===== src/rtl/digital_tube_driver.sv =====
// digital_tube_driver: memory-mapped 8-digit seven-segment tube driver.
// Holds a display word and a control word and scans one digit at a time.
module digital_tube_driver #(
  parameter int SCAN_DIVIDER = 23000
) (
  input  logic        iClk,
  input  logic        iRstN,
  input  logic        iDoTubeWrite,
  input  logic [1:0]  iAddrLow,
  input  logic [31:0] iWriteData,
  output logic [7:0]  oTubeEnable,
  output logic [7:0]  oTubeSegment
);
  localparam int CW = (SCAN_DIVIDER > 2) ? $clog2(SCAN_DIVIDER) : 1;
  logic [31:0]   d;
  logic [16:0]   c;
  logic [CW-1:0] cnt;
  logic [2:0]    idx;
  logic [3:0]    nib;
  logic [6:0]    seg;
  logic [7:0]    dpm;
  logic          blank;
  logic          wrap;
  always_comb begin
    nib = d[{idx, 2'b00} +: 4];
    dpm = c[15:8];
    wrap = cnt == CW'(SCAN_DIVIDER - 1);
    // leading-zero blanking looks at this digit and everything to its left
    blank = !c[idx] || (c[16] && idx != 3'd0 && (d >> {idx, 2'b00}) == 32'd0);
    seg = 7'h7F;
    case (nib)
      4'h0: seg = 7'h40;
      4'h1: seg = 7'h79;
      4'h2: seg = 7'h24;
      4'h3: seg = 7'h30;
      4'h4: seg = 7'h19;
      4'h5: seg = 7'h12;
      4'h6: seg = 7'h02;
      4'h7: seg = 7'h78;
      4'h8: seg = 7'h00;
      4'h9: seg = 7'h10;
      4'hA: seg = 7'h08;
      4'hB: seg = 7'h03;
      4'hC: seg = 7'h46;
      4'hD: seg = 7'h21;
      4'hE: seg = 7'h06;
      4'hF: seg = 7'h0E;
      default: seg = 7'h7F;
    endcase
  end
  always_ff @(posedge iClk or negedge iRstN) begin
    if (!iRstN) begin
      d            <= '0;
      c            <= 17'h000FF;
      cnt          <= '0;
      idx          <= '0;
      oTubeEnable  <= 8'hFF;
      oTubeSegment <= 8'hFF;
    end else begin
      if (iDoTubeWrite && iAddrLow == 2'b00) d <= iWriteData;
      if (iDoTubeWrite && iAddrLow == 2'b01) c <= iWriteData[16:0];
      cnt          <= wrap ? '0 : cnt + 1'b1;
      idx          <= wrap ? idx + 1'b1 : idx;
      oTubeEnable  <= blank ? 8'hFF : ~(8'b1 << idx);
      oTubeSegment <= blank ? 8'hFF : {~dpm[idx], seg};
    end
  end
endmodule


===== config.mk =====
export PLATFORM = sky130hd
export DESIGN_NAME = digital_tube_driver
export DESIGN_NICKNAME = d
export VERILOG_FILES = /design/src/rtl/digital_tube_driver.sv
export SDC_FILE = /design/constraint.sdc
export NUM_CORES = 1
export LEC_CHECK = 0
export CAP_MARGIN = 20
export CELL_PAD_IN_SITES_DETAIL_PLACEMENT = 1
export CELL_PAD_IN_SITES_GLOBAL_PLACEMENT = 1
export CORE_UTILIZATION = 45
export CTS_CLUSTER_DIAMETER = 200
export DETAILED_ROUTE_END_ITERATION = 8
export GPL_TIMING_DRIVEN = 1
export HOLD_SLACK_MARGIN = 0.03
export PLACE_DENSITY_LB_ADDON = 0.1
export SLEW_MARGIN = 20
export SYNTH_ARGS = -nofsm -noshare
export SYNTH_HDL_FRONTEND = slang
export SYNTH_SLANG_ARGS = --single-unit

===== constraint.sdc =====
create_clock -name iClk -period 3.3 [get_ports iClk]
set_input_delay 0.66 -clock iClk [delete_from_list [all_inputs] [get_ports iClk]]
set_output_delay 0.66 -clock iClk [all_outputs]
set_load 0.005 [all_outputs]

==> impl_metrics.csv <==
group,metric,value,unit
run_status,status,"finished with violations",
run_status,violations,"design-rule violations",
finish,fin_cells,497,
global_routing,grt_pass1_wl,15840,µm
finish,drive_above_1_share,30.85,%
finish,fillCellCount,910,
sta,worst_slew_pin_slew,871.3,ps
sta,setup_violations,0,
cts,clkTransAtPathRegs,90,ps
cts,cts_buffers,9,
critical_path,end_kind,"flop",
power,ir_drop,0.2513,mV
global_routing,grt_max_degree,84,
synth,syn_area_per_cell,12.66,µm²
global_routing,grt-ovfl-total,0,
synth,synth-edff-count,0,
power,power.density,511.5,nW/µm²
routing,wl_met3,376,µm
cts,worstSkewPairLatency,360,ps
critical_path,r2r-end,"oTubeSegment[2]",
sta,setup_ws,525.2,ps
placed_design,gp_congestion,0.8606,
min_path,min_path_type,"in -> async",
routing,dr_wl_met2,4529,µm
critical_path,worstPathRequired,3570,ps
routing,vias_per_cell,5.684,
routing,top_layer_used,"met4",
sta,post-route-period-util,84.08,%
synth,synth_fa_ha_area_share,3.954,%
sta,worst_hold_slack,313.6,ps
finish,num-nets-final,434,
die,dieArea,9529,µm²
critical_path,crit_fanout,10,
finish,areaGrowthSynthToFinish,20.47,%
cts,hold_buffers,0,
cts,htree_levels,3,
routing,wl,9386,µm
sta,tns,0,ps
synth,synth_compound_area_share,5.109,%
cts,cts_tree,"built",
placed_design,post-place-ws,495.9,ps
synth,synth_seq_area_share,51.22,%
synth,ys_warn_count,0,
global_routing,grt_pass1_vias,2989,
job,max_cap_violations,0,
sta,hold_violations,0,
synth,synth_top_area_share,35.89,%
critical_path,arrival,3050,ps
finish,final_cell_mix,"dfrtp_1 (59), clkdlybuf4s50_1 (51), mux2_2 (50)",
routing,drtIter0Drc,179,
power,leakagePower,0.002000,µW
routing,wl_per_cell,18.89,µm
synth,synthMuxAreaShare,23.24,%
synth,syn_area,4114,µm²
critical_path,critPathLaunchType,"flop",
die,row_count,34,
sta,period_needed,2775,ps
synth,synth_top_cell_by_area,"dfrtp_1",
sta,max_slew_margin,41.43,%
routing,routed-via-count,2825,
global_routing,grt_use_total,21.80,%
synth,synth_top_family_by_area,"multiplexers",
die,ios,53,
synth,synth_cell_types,46,
placed_design,dp_hpwl,6898,µm
cts,cts_buffer_depth,2,
global_routing,antenna_found_initial,0,
die,die_y,97.62,µm
sta,rsz0062_at_grt,"false",
cts,cts_resized,0,
critical_path,reg2reg_from,"idx[1]",
synth,synth_simple_gate_area_share,11.28,%
die,core,8806,µm²
placed_design,io_buffers,52,
synth,synth_cells,325,
synth,syn_nets,375,
routing,wl_met1,4365,µm
synth,yosys-top-cells-area,"dfrtp_1 (36%), dfstp_2 (15%), mux2_2 (14%)",
synth,synth_xor_xnor_area_share,2.768,%
cts,cts_root_buf,"clkbuf_8",
die,dieWidth,97.62,µm
synth,synth-main-ff-cell,"dfrtp_1",
finish,diodes,0,
placed_design,placedCellCount,481,
cts,cts_setup_buffers,0,
routing,drtPass1Iterations,7,
critical_path,worstRegToRegCells,8,
cts,cts.sinks,83,
sta,finalMaxSlewViolations,0,
finish,final_common_cell,"dfrtp_1",
sta,fmax,0.3604,GHz
routing,ant_nets,0,
die,start_util,46.72,%
synth,async_flop_share,100.0,%
critical_path,ff2ff_setup_slack,530,ps
sta,fin_skew,13.42,ps
synth,synth-seq-cells,83,
routing,drc_errors,11,
critical_path,path_class,"reg -> reg",
sequential cells by signal (all words and copies together) (netlist names):
name	count
c	17
cnt	15
d	32
idx	3
oTubeEnable	8
oTubeSegment	8
routing by layer:
metal | vias up | GRT usage, %
met5 | - | 0
met4 | 0 | 6.294
met3 | 9 | 4.029
met2 | 69 | 36.28
met1 | 1450 | 29.16
li1 | 1297 | -
cell type report:
cell class	instances	area, µm²	area share [%]
Clock buffer	10	127.6	2.575
Clock inverter	6	66.31	1.338
Inverter	7	26.28	0.5302
Multi-Input combinational cell	223	1912	38.58
Sequential cell	83	2107	42.51
Tap cell	108	135.1	2.727
Timing Repair Buffer	60	581.8	11.74
where the power goes:
| part | internal, µW | switching [µW] |
|---|---|---|
| Combinational | 291 | 209 |
| Clock | 350 | 373 |
| Sequential | 1190 | 121 |
kinds of logic after synthesis:
logic type      after synthesis
compound gates               30
xor+xnor                     13
fa+ha+maj                    13
buf+inv                      19
flops                        83
mux                          71
simple gates                 96
cell usage after synthesis (2+ instances only):
cell,count
nor2_1,25
nand2_1,32
dfstp_2,24
ha_1,13
nand3_1,9
nand3b_1,2
dfrtp_1,59
nand4_1,2
mux2i_2,2
nand2b_1,3
xor2_1,9
o21ai_0,6
mux4_2,13
nor4_1,5
o21ai_1,2
a21oi_1,7
nor3_1,6
clkbuf_1,5
buf_2,2
buf_4,3
inv_1,5
buf_6,2
a22oi_1,5
and3_1,2
inv_2,2
mux2_2,50
a211oi_1,2
and4_1,2
xnor2_1,4
mux2i_1,5
nor4bb_1,2
worst max path at each step:
| stage | cells after the start | to | start |
|---|---|---|---|
| detailed placement | 8 | oTubeSegment[2] | idx[1] |
| floorplan | 10 | oTubeSegment[6] | idx[1] |
| global placement | 8 | oTubeSegment[6] | idx[1] |
| global route | 8 | oTubeSegment[2] | idx[1] |
| finish | 8 | oTubeSegment[2] | idx[1] |
| CTS | 8 | oTubeSegment[2] | idx[1] |
through the flow:
stage / utilization [%] / power (µW) / instance area, µm²
final: 56.28 / 2535 / 4956
after global routing: 56.28 / 2668 / 4956
after CTS: 56.24 / 2563 / 4952
after detailed placement: 54.04 / 1835 / 4758
after global placement: 54.04 / 1812 / 4758
after floorplan: - / 1587 / 4114
worst max-delay path: stages, from the launching register on:
cell and delay, ps:
dfrtp_1 600, mux4_2 590, mux2i_4 280, ha_1 270
nand3_1 90, a211oi_1 270, and3_2 300, a32oi_4 180
o221ai_1 130
Note: power is estimated with default switching activity, not from simulation.
